### config.mk
export PLATFORM = sky130hd
export DESIGN_NAME = reg_writeback_flat
export DESIGN_NICKNAME = d
export VERILOG_FILES = /design/src/rtl/reg_writeback_if.sv /design/src/rtl/reg_writeback.sv /design/src/flat_wrapper.sv
export SDC_FILE = /design/constraint.sdc
export NUM_CORES = 1
export LEC_CHECK = 0
export ABC_AREA = 1
export BUFFER_PORTS_ARGS = -buffer_cell sky130_fd_sc_hd__clkbuf_2
export CAP_MARGIN = 30
export CORE_AREA = 5 5 123 96
export DETAILED_ROUTE_END_ITERATION = 10
export DIE_AREA = 0 0 128 101
export PLACE_DENSITY_LB_ADDON = 0.3
export SYNTH_ARGS = -nofsm -noshare
export SYNTH_HDL_FRONTEND = slang
export SYNTH_SLANG_ARGS = --single-unit
### constraint.sdc
create_clock -name clk -period 3.5 [get_ports clk]
set_clock_uncertainty 0.15 [all_clocks]
set_input_delay 0.175 -clock clk [delete_from_list [all_inputs] [get_ports clk]]
set_output_delay 0.175 -clock clk [all_outputs]
set_load 0.1 [all_outputs]
### src/rtl/reg_writeback_if.sv
// Writeback-stage bus: execute retire handshake, memory response channel,
// register-file write port and load-queue status.
interface reg_writeback_if #(
  parameter int unsigned LQ_DEPTH = 4
);
  localparam int unsigned CW = $clog2(LQ_DEPTH) + 1;

  logic          ex_valid;
  logic          ex_ready;
  logic          ex_is_load;
  logic [4:0]    ex_rd;
  logic [31:0]   ex_data;
  logic          mem_rsp_valid;
  logic [31:0]   mem_rsp_data;
  logic          wen;
  logic [4:0]    regWAddr;
  logic [31:0]   regWData;
  logic [31:0]   pend_mask;
  logic [CW-1:0] lq_count;
  logic          err_orphan;

  modport slave (
    input  ex_valid, ex_is_load, ex_rd, ex_data, mem_rsp_valid, mem_rsp_data,
    output ex_ready, wen, regWAddr, regWData, pend_mask, lq_count, err_orphan
  );

  modport master (
    output ex_valid, ex_is_load, ex_rd, ex_data, mem_rsp_valid, mem_rsp_data,
    input  ex_ready, wen, regWAddr, regWData, pend_mask, lq_count, err_orphan
  );
endinterface

### src/rtl/reg_writeback.sv
// Writeback stage: sole writer of the register file. Retires ALU results and
// in-order load data, tracking outstanding load destinations in a small FIFO.
module reg_writeback #(
  parameter int unsigned LQ_DEPTH = 4
) (
  input  logic          clk,
  input  logic          reset,
  reg_writeback_if.slave bus
);
  localparam int unsigned PW = $clog2(LQ_DEPTH);
  localparam int unsigned CW = PW + 1;

  logic [4:0]    r_lq [LQ_DEPTH];
  logic [PW-1:0] r_rd_ptr;
  logic [PW-1:0] r_wr_ptr;
  logic [CW-1:0] r_count;
  logic          r_wen;
  logic [4:0]    r_waddr;
  logic [31:0]   r_wdata;
  logic          r_err;

  logic          w_ready;
  logic          w_push;
  logic          w_pop;
  logic          w_alu;
  logic          w_empty;
  logic [4:0]    w_head;
  logic [31:0]   w_mask;
  logic [PW-1:0] w_off;

  assign w_empty = (r_count == '0);
  assign w_head  = r_lq[r_rd_ptr];

  // An entry is live when its distance from the read pointer is below the count.
  always_comb begin
    w_mask = '0;
    w_off  = '0;
    for (int unsigned i = 0; i < LQ_DEPTH; i++) begin
      w_off = PW'(i) - r_rd_ptr;
      if ({1'b0, w_off} < r_count) w_mask[r_lq[i]] = 1'b1;
    end
    w_mask[0] = 1'b0;
  end

  always_comb begin
    if (bus.ex_is_load) w_ready = (r_count != CW'(LQ_DEPTH));
    else                w_ready = !bus.mem_rsp_valid && !w_mask[bus.ex_rd];
  end

  assign w_push = bus.ex_valid && w_ready && bus.ex_is_load;
  assign w_alu  = bus.ex_valid && w_ready && !bus.ex_is_load;
  assign w_pop  = bus.mem_rsp_valid && !w_empty;

  always_ff @(posedge clk) begin
    if (reset) begin
      r_rd_ptr <= '0;
      r_wr_ptr <= '0;
      r_count  <= '0;
      r_wen    <= 1'b0;
      r_waddr  <= '0;
      r_wdata  <= '0;
      r_err    <= 1'b0;
    end else begin
      if (w_push) begin
        r_lq[r_wr_ptr] <= bus.ex_rd;
        r_wr_ptr       <= r_wr_ptr + PW'(1);
      end
      if (w_pop) r_rd_ptr <= r_rd_ptr + PW'(1);
      case ({w_push, w_pop})
        2'b10:   r_count <= r_count + CW'(1);
        2'b01:   r_count <= r_count - CW'(1);
        default: r_count <= r_count;
      endcase

      // ALU retire is impossible while a response is valid, so pop never collides with it.
      if (w_pop) begin
        r_wen   <= (w_head != 5'd0);
        r_waddr <= w_head;
        r_wdata <= bus.mem_rsp_data;
      end else if (w_alu) begin
        r_wen   <= (bus.ex_rd != 5'd0);
        r_waddr <= bus.ex_rd;
        r_wdata <= bus.ex_data;
      end else begin
        r_wen   <= 1'b0;
      end

      if (bus.mem_rsp_valid && w_empty) r_err <= 1'b1;
    end
  end

  assign bus.ex_ready   = w_ready;
  assign bus.wen        = r_wen;
  assign bus.regWAddr   = r_waddr;
  assign bus.regWData   = r_wdata;
  assign bus.pend_mask  = w_mask;
  assign bus.lq_count   = r_count;
  assign bus.err_orphan = r_err;
endmodule

### src/flat_wrapper.sv
// flat-port wrapper written by rule: the top's interface ports become plain ports
module reg_writeback_flat 
#(
  parameter int unsigned LQ_DEPTH = 4
)
  (clk, reset, bus_ex_valid, bus_ex_is_load, bus_ex_rd, bus_ex_data, bus_mem_rsp_valid, bus_mem_rsp_data, bus_ex_ready, bus_wen, bus_regWAddr, bus_regWData, bus_pend_mask, bus_lq_count, bus_err_orphan);
  reg_writeback_if #(.LQ_DEPTH(LQ_DEPTH)) bus_i ();
  input  logic clk;
  input  logic reset;
  input wire logic [$bits(bus_i.ex_valid)-1:0] bus_ex_valid;
  input wire logic [$bits(bus_i.ex_is_load)-1:0] bus_ex_is_load;
  input wire logic [$bits(bus_i.ex_rd)-1:0] bus_ex_rd;
  input wire logic [$bits(bus_i.ex_data)-1:0] bus_ex_data;
  input wire logic [$bits(bus_i.mem_rsp_valid)-1:0] bus_mem_rsp_valid;
  input wire logic [$bits(bus_i.mem_rsp_data)-1:0] bus_mem_rsp_data;
  output wire logic [$bits(bus_i.ex_ready)-1:0] bus_ex_ready;
  output wire logic [$bits(bus_i.wen)-1:0] bus_wen;
  output wire logic [$bits(bus_i.regWAddr)-1:0] bus_regWAddr;
  output wire logic [$bits(bus_i.regWData)-1:0] bus_regWData;
  output wire logic [$bits(bus_i.pend_mask)-1:0] bus_pend_mask;
  output wire logic [$bits(bus_i.lq_count)-1:0] bus_lq_count;
  output wire logic [$bits(bus_i.err_orphan)-1:0] bus_err_orphan;
  assign bus_i.ex_valid = bus_ex_valid;
  assign bus_i.ex_is_load = bus_ex_is_load;
  assign bus_i.ex_rd = bus_ex_rd;
  assign bus_i.ex_data = bus_ex_data;
  assign bus_i.mem_rsp_valid = bus_mem_rsp_valid;
  assign bus_i.mem_rsp_data = bus_mem_rsp_data;
  assign bus_ex_ready = bus_i.ex_ready;
  assign bus_wen = bus_i.wen;
  assign bus_regWAddr = bus_i.regWAddr;
  assign bus_regWData = bus_i.regWData;
  assign bus_pend_mask = bus_i.pend_mask;
  assign bus_lq_count = bus_i.lq_count;
  assign bus_err_orphan = bus_i.err_orphan;
  reg_writeback #(.LQ_DEPTH(LQ_DEPTH)) u_core (.clk(clk), .reset(reset), .bus(bus_i));
endmodule
-- Yosys cells after proc, flatten, opt, wreduce, memory -nomap -nowiden
Memory sizes are Yosys's and may differ from the RTL's. A register that Yosys moved wholly into a read port is not among the register bits.
Index checks and enable logic that the tools add are counted.
- register bits: 46
- word-level logic and storage cells: 81
- input port bits: 74
- output and inout bits: 75
- RAM bits: 20
- memories: 1
- memories (name ; depth ; bits a word ; read ports ; clocked after memory_dff ; write ports ; line ; source):
    u_core.r_lq ; 4 ; 5 ; 5 ; 1 ; 1 ; reg_writeback.sv:13 ; logic [4:0] r_lq [LQ_DEPTH];
- add/sub/neg operators: 8
- reduce and logical (&&, ||, !) cells: 19
- order comparisons: 13
- eq/ne operators: 3
- muxes and demuxes: 27
- bitwise operators: 3
- operators with widths (kind ; count):
    32-bit two-way mux ; 6
    32-bit bitwise OR ; 3
    5-bit by 6-bit less-than comparator with 1-bit output, second input constant ; 5
    1-bit demux with 5-bit select ; 4
    5-bit by 1-bit greater-or-equal comparator with 1-bit output, second input constant ; 4
    2-bit by 3-bit less-than comparator with 1-bit output ; 4
    1-bit two-way mux ; 11
    1-bit logical AND ; 10
    5-bit two-way mux ; 2
    5-bit nonzero test ; 2
    3-bit one-hot mux with 2 select lines ; 1
    1-bit binary-select mux with 5-bit select ; 1
    2-bit by 1-bit adder with 2-bit output, second input constant ; 2
    1-bit zero test ; 4
    2-bit two-way mux ; 2
    2-bit nonzero test ; 2
    1-bit by 2-bit subtractor with 2-bit output, first input constant ; 2
    2-bit subtractor, first input constant ; 2
    3-bit by 1-bit adder with 3-bit output, second input constant ; 1
    3-bit zero test ; 1
    3-bit inequality test, second input constant ; 1
    3-bit by 1-bit subtractor with 3-bit output, second input constant ; 1
    2-bit by 1-bit == test with 1-bit output, second input constant ; 1
    2-bit == test, second input constant ; 1

-- Longest topological paths before layout
An unclocked memory read counts as a cell.
- depth after elaboration: 22
- mapped depth: 23
- mapped depth without buffers: 21

-- Worst setup path before layout
OpenSTA, ideal clock, no wires.
- path type: register to output
- from: register u_core.r_count[1] (netlist: u_core.bus.lq_count[1])
- to: output port bus_ex_ready
- data required time: 3175 ps
- path buffers: 1
- path slack: -1369 ps
- data arrival time: 4544 ps
- stages on the path, launching flop included: 16
- cells stage by stage: dfxtp_1 -> inv_1 -> ha_1 -> nor2_1 -> nand2_1 -> nand2_1 -> buf_4 -> nor2_1 -> nand2_1 -> nand4_1 -> nor2_1 -> nor2_1 -> nor2_1 -> nor2_1 -> nor2_2 -> a22o_1
- cells in the longest elaborated chain, start to end: 13
- elaborated cells between the ends (all ways): 17
- those cells by class: 4 x order compare; 1 x eq/ne; 7 x mux; 3 x bitwise; 2 x reduce/logical
- ends and longest elaborated chain (what ; line ; source):
    from (decl) ; reg_writeback.sv:16 ; logic [CW-1:0] r_count;
    from (signal assigned) ; reg_writeback.sv:70 ; 2'b10: r_count <= r_count + CW'(1);
    from (signal assigned) ; reg_writeback.sv:71 ; 2'b01: r_count <= r_count - CW'(1);
    from (signal assigned) ; reg_writeback.sv:72 ; default: r_count <= r_count;
    2-bit by 3-bit less-than comparator with 1-bit output ; reg_writeback.sv:40 ; if ({1'b0, w_off} < r_count) w_mask[r_lq[i]] = 1'b1;
    32-bit two-way mux ; reg_writeback.sv:40 ;
    32-bit bitwise OR (no line) ; -- ;
    32-bit two-way mux ; reg_writeback.sv:40 ;
    32-bit bitwise OR (no line) ; -- ;
    32-bit two-way mux ; reg_writeback.sv:40 ;
    32-bit bitwise OR (no line) ; -- ;
    32-bit two-way mux (*) ; reg_writeback.sv:40 ;
    via bus_pend_mask[2] ; flat_wrapper.sv:20 ; output wire logic [$bits(bus_i.pend_mask)-1:0] bus_pend_mask;
    1-bit binary-select mux with 5-bit select (*) ; reg_writeback.sv:47 ; else w_ready = !bus.mem_rsp_valid && !w_mask[bus.ex_rd];
    1-bit two-way mux (not written as such) (*) ; reg_writeback.sv:47 ;
    1-bit zero test (*) ; reg_writeback.sv:47 ;
    1-bit logical AND (*) ; reg_writeback.sv:47 ;
    1-bit two-way mux (*) ; reg_writeback.sv:46 ; if (bus.ex_is_load) w_ready = (r_count != CW'(LQ_DEPTH));
    to (decl) ; flat_wrapper.sv:16 ; output wire logic [$bits(bus_i.ex_ready)-1:0] bus_ex_ready;
Mark *: on every way through the listed nets, which the timed path passes. The rest lies on a longest branch. The select of a mux whose other input is x is not followed.

-- Worst setup path in the final report
- from: register u_core.r_rd_ptr[1]
- to: output port bus_ex_ready
- cells in the longest elaborated chain, start to end: 14
- elaborated cells between the ends (all ways): 20
- those cells by class: 4 x add/sub; 4 x order compare; 7 x mux; 3 x bitwise; 2 x reduce/logical
- ends and longest elaborated chain (what ; line ; source):
    from (decl) ; reg_writeback.sv:14 ; logic [PW-1:0] r_rd_ptr;
    from (signal assigned) ; reg_writeback.sv:68 ; if (w_pop) r_rd_ptr <= r_rd_ptr + PW'(1);
    1-bit by 2-bit subtractor with 2-bit output ; reg_writeback.sv:39 ; w_off = PW'(i) - r_rd_ptr;
    2-bit by 3-bit less-than comparator with 1-bit output ; reg_writeback.sv:40 ;
    32-bit two-way mux ; reg_writeback.sv:40 ;
    32-bit bitwise OR (no line) ; -- ;
    32-bit two-way mux ; reg_writeback.sv:40 ;
    32-bit bitwise OR (no line) ; -- ;
    32-bit two-way mux ; reg_writeback.sv:40 ;
    32-bit bitwise OR (no line) ; -- ;
    32-bit two-way mux (*) ; reg_writeback.sv:40 ;
    1-bit binary-select mux with 5-bit select (*) ; reg_writeback.sv:47 ;
    1-bit two-way mux (not written as such) (*) ; reg_writeback.sv:47 ;
    1-bit zero test (*) ; reg_writeback.sv:47 ;
    1-bit logical AND (*) ; reg_writeback.sv:47 ;
    1-bit two-way mux (*) ; reg_writeback.sv:46 ;
Every way passes the cells marked *; elsewhere a longest branch is shown, timed or not. The select of a mux whose other input is x is not followed.

==> metrics.md <==
| Metric | Value |
|---|---|
| Slew Viols, Final | 0 |
| Critical path depth | 18 |
| Commonest non-fill, non-tap cell in the layout | nand2_1 |
| Critical path class | flip-flop to primary output |
| CP cell instances | xor2_4, ha_4, inv_1, nor2_1, nand2_2, nand2_8, nor2_1, nor2_1, nand2_1, nand2_1, nand2_1, nor2_1, nand2_1, nand2_1, nor2_1, nor2_4, a22o_4, buf_12 |
| Vias in the first global route | 5,620 |
| Total number of vias | around 6,700 |
| Post-DRT Antenna Nets | 0 |
| Tmin final | around 3.4 ns |
| Area delta synth->final | 23.81% |
| # IOs | 149 |
| R2R cell count | 20 |
| DR WL/cell | between 15 and 20 um |
| Crit path DAT | 3.08 ns |
| DP HPWL | ~16 mm |
| Pin count of the biggest net entering global routing | 85 |
| Most frequent cells in the layout | nand2_1, nor2_1, clkbuf_2 |
| Initial Utilization | 52.01% |
| Total length of routed met3 wires | 2.278 mm |
| Worst-path clk slew | 0.06 ns |
| CP max stage cell | dfxtp_2 |
| Die Span X | around 130 um |
| Initial DRT Pass Iterations | 6 |
| Root Buffer | clkbuf_16 |
| Max_slew headroom | between 50% and 60% |
| Share of post-route cells with drive strength above 1 | 19.42% |
| Worst vdd ir | 0.5434 mV |
| Core Area | around 11,000 um^2 |
| Setup crit start kind | flip-flop |
| Static Leak | about 3.7 nW |
| Initial antenna violation count | 0 |
| Achievable Freq | approximately 290 MHz |
| Nets | 1,186 |
| Post-Syn Nets | 1,055 |
| Clock Path Buffers | 2 |
| Hold path depth | 5 |
| Met2 WL post-DR | just under 9 mm |
| CP Max Fanout | 17 |
| Total Power | ~0.0058 W |
| Gpl congestion | 1.014 |
| Hold Violations, Final | 0 |
| WP buf/inv | 2 |
| Crit path largest cell delay | 0.36 ns |
| Drt total wl | 20.27 mm |
| Top routing layer in use | met4 |
| Dpl cell area | 6416 um^2 |
| Vias per cell | between 5 and 6 |
| Register area share after synthesis | approximately 28% |
| Synth cell types | 30 |
| Synth warnings | 0 |
| Number of inserted diodes | 0 |
| Design area | 6807 um^2 |
| CTS tree | built |
| WP data required | 3.17 ns |
| Area of the mapped netlist | 5498 um^2 |
| DIE AREA | between 10,000 and 15,000 um^2 |
| Crit. End Element | primary output |
| Overflow after GRT | 0 |
| Worst skew pair latency | 0.33 ns |
| CP top delay family | simple AND/OR/NAND/NOR gates |
| Total CTS buffers | 9 |
| Die Ht | 101 um |
| Met1 WL | 8.945 mm |
| HP Class | input pin to flip-flop |
| Final period util | 97.31% |
| Max-cap check violation count | 0 |
| Drt first-iter violations | about 790 |
| Pwr dens | between 800 and 900 nW/um^2 |
| Total GRT Usage | 30.31% |
| Number of port buffers | 147 |
| Final setup vio count | 0 |
| H-tree depth | 3 |
| Drc violations | 0 |
| CTS Sinks | 68 |
| Worst Tran Pin Value | around 0.65 ns |
| Synth Register Bits | just under 70 |
| Avg Cell Area, Syn | 5.662 um^2 |
| First-pass GRT wire length | 30.30 mm |
| Cell Rows | 33 |
| Outcome | complete, no violations |
| Gate Count Post-Synth | 971 |
[Yosys cell counts]
master / instances / area (um^2)
o31ai_1: 1 / 7.510
inv_1: 114 / 427.9
o21ai_0: 22 / 110.1
nand3_2: 3 / 30.03
a22oi_1: 1 / 7.510
a22o_1: 1 / 8.760
clkinv_1: 2 / 7.510
buf_1: 1 / 3.750
nor2_2: 1 / 6.260
a211oi_1: 1 / 7.510
conb_1: 1 / 3.750
buf_4: 3 / 22.52
nand2_4: 1 / 11.26
dfxtp_1: 48 / 960.9
nand2_2: 5 / 31.28
inv_2: 4 / 15.01
nor3_1: 17 / 85.08
edfxtp_1: 20 / 600.6
buf_6: 8 / 90.09
a21oi_1: 70 / 350.3
ha_1: 9 / 112.6
nand3_1: 94 / 470.5
inv_4: 1 / 6.260
nor2_1: 192 / 720.7
xor2_1: 1 / 8.760
buf_2: 5 / 25.02
clkbuf_1: 23 / 86.33
fa_1: 1 / 20.02
nand4_1: 22 / 137.6
nand2_1: 299 / 1122
[what timing repair did]
item	in CTS	in global routing
hold buffers	2	0
setup endpoints to repair	0	38
gates resized for setup	0	15
setup buffers	0	0
endpoints found under the hold margin	4	0
[report_power, final]
part / internal, W / switching [W]
Clock: 0.000582 / 0.000321
Combinational: 0.000778 / 0.00296
Sequential: 0.00100 / 0.000155
Total: 0.00236 / 0.00344
[worst register-to-register path, cell delays in order (launching register included)]
cell     delay (ns)
dfxtp_2        0.36
xor2_4         0.20
ha_4           0.26
inv_1          0.03
nor2_1         0.10
nand2_2        0.16
nand2_8        0.18
nor2_1         0.07
nor2_1         0.24
nand2_1        0.12
nand2_1        0.07
nand2_1        0.05
nor2_1         0.21
nand2_1        0.12
nand2_1        0.08
nor2_1         0.06
nor2_4         0.13
nand3_2        0.11
buf_12         0.22
a21oi_1        0.20
nor2_1         0.07
[final timing paths]
path                               from                      end  slack [ns]
setup / recovery     u_core.r_rd_ptr[1]             bus_ex_ready        0.09
hold / removal     bus_mem_rsp_data[21]  u_core.bus.regWData[21]       0.008
setup reg to reg     u_core.r_rd_ptr[1]   u_core.bus.regWData[9]        0.21
hold reg to reg   u_core.bus.err_orphan    u_core.bus.err_orphan        0.32
[logic make-up (layout without fill, tap and decap cells)]
logic type	after synthesis	after routing	synth area share, %
AOI/OAI and AO/OA	96	96	8.944
xor gates and xnor gates	1	1	0.1593
adders and majority gates	10	10	2.412
buffers and inverters	161	297	12.45
DFF	68	68	28.40
other	1	1	0.06821
and+or+nand+nor	634	634	47.56
[flip-flops by register name (all words and copies together) (netlist names), named ones only]
register               flops
u_core.r_wr_ptr            2
u_core.r_rd_ptr            2
u_core.bus.wen             1
u_core.r_lq               20
u_core.bus.regWAddr        5
u_core.bus.regWData       32
u_core.bus.lq_count        3
u_core.bus.err_orphan      1
[metal layers]
metal  vias up  GRT usage [%]
li1       3316              -
met1      2981          44.92
met2       331          44.57
met3        22          8.210
met4         0          5.220
met5         -              0
[metrics by stage]
step	std cells	hold WS, ns	setup WS [ns]	TNS (ns)	utilization, %
6_report	1247	0.008013	0.09428	0	64.39
2_1_floorplan	971	0.08770	-0.2443	-8.569	-
3_5_place_dp	1229	0.2628	0.2558	0	60.70
4_1_cts	1247	0.0005170	0.1014	0	63.75
3_3_place_gp	1228	0.2486	0.2811	0	60.44
5_1_grt	1247	0.01428	-0.02979	-0.02979	64.39
[cell type report]
cell class	count	area [um^2]
Fill cell	1048	3764
Multi-Input combinational cell	742	3408
Sequential cell	68	1570
Timing Repair Buffer	160	885.9
Inverter	121	464.2
Clock buffer	16	302.8
Tap cell	140	175.2
No activity file was read; power rests on OpenSTA's default activity.
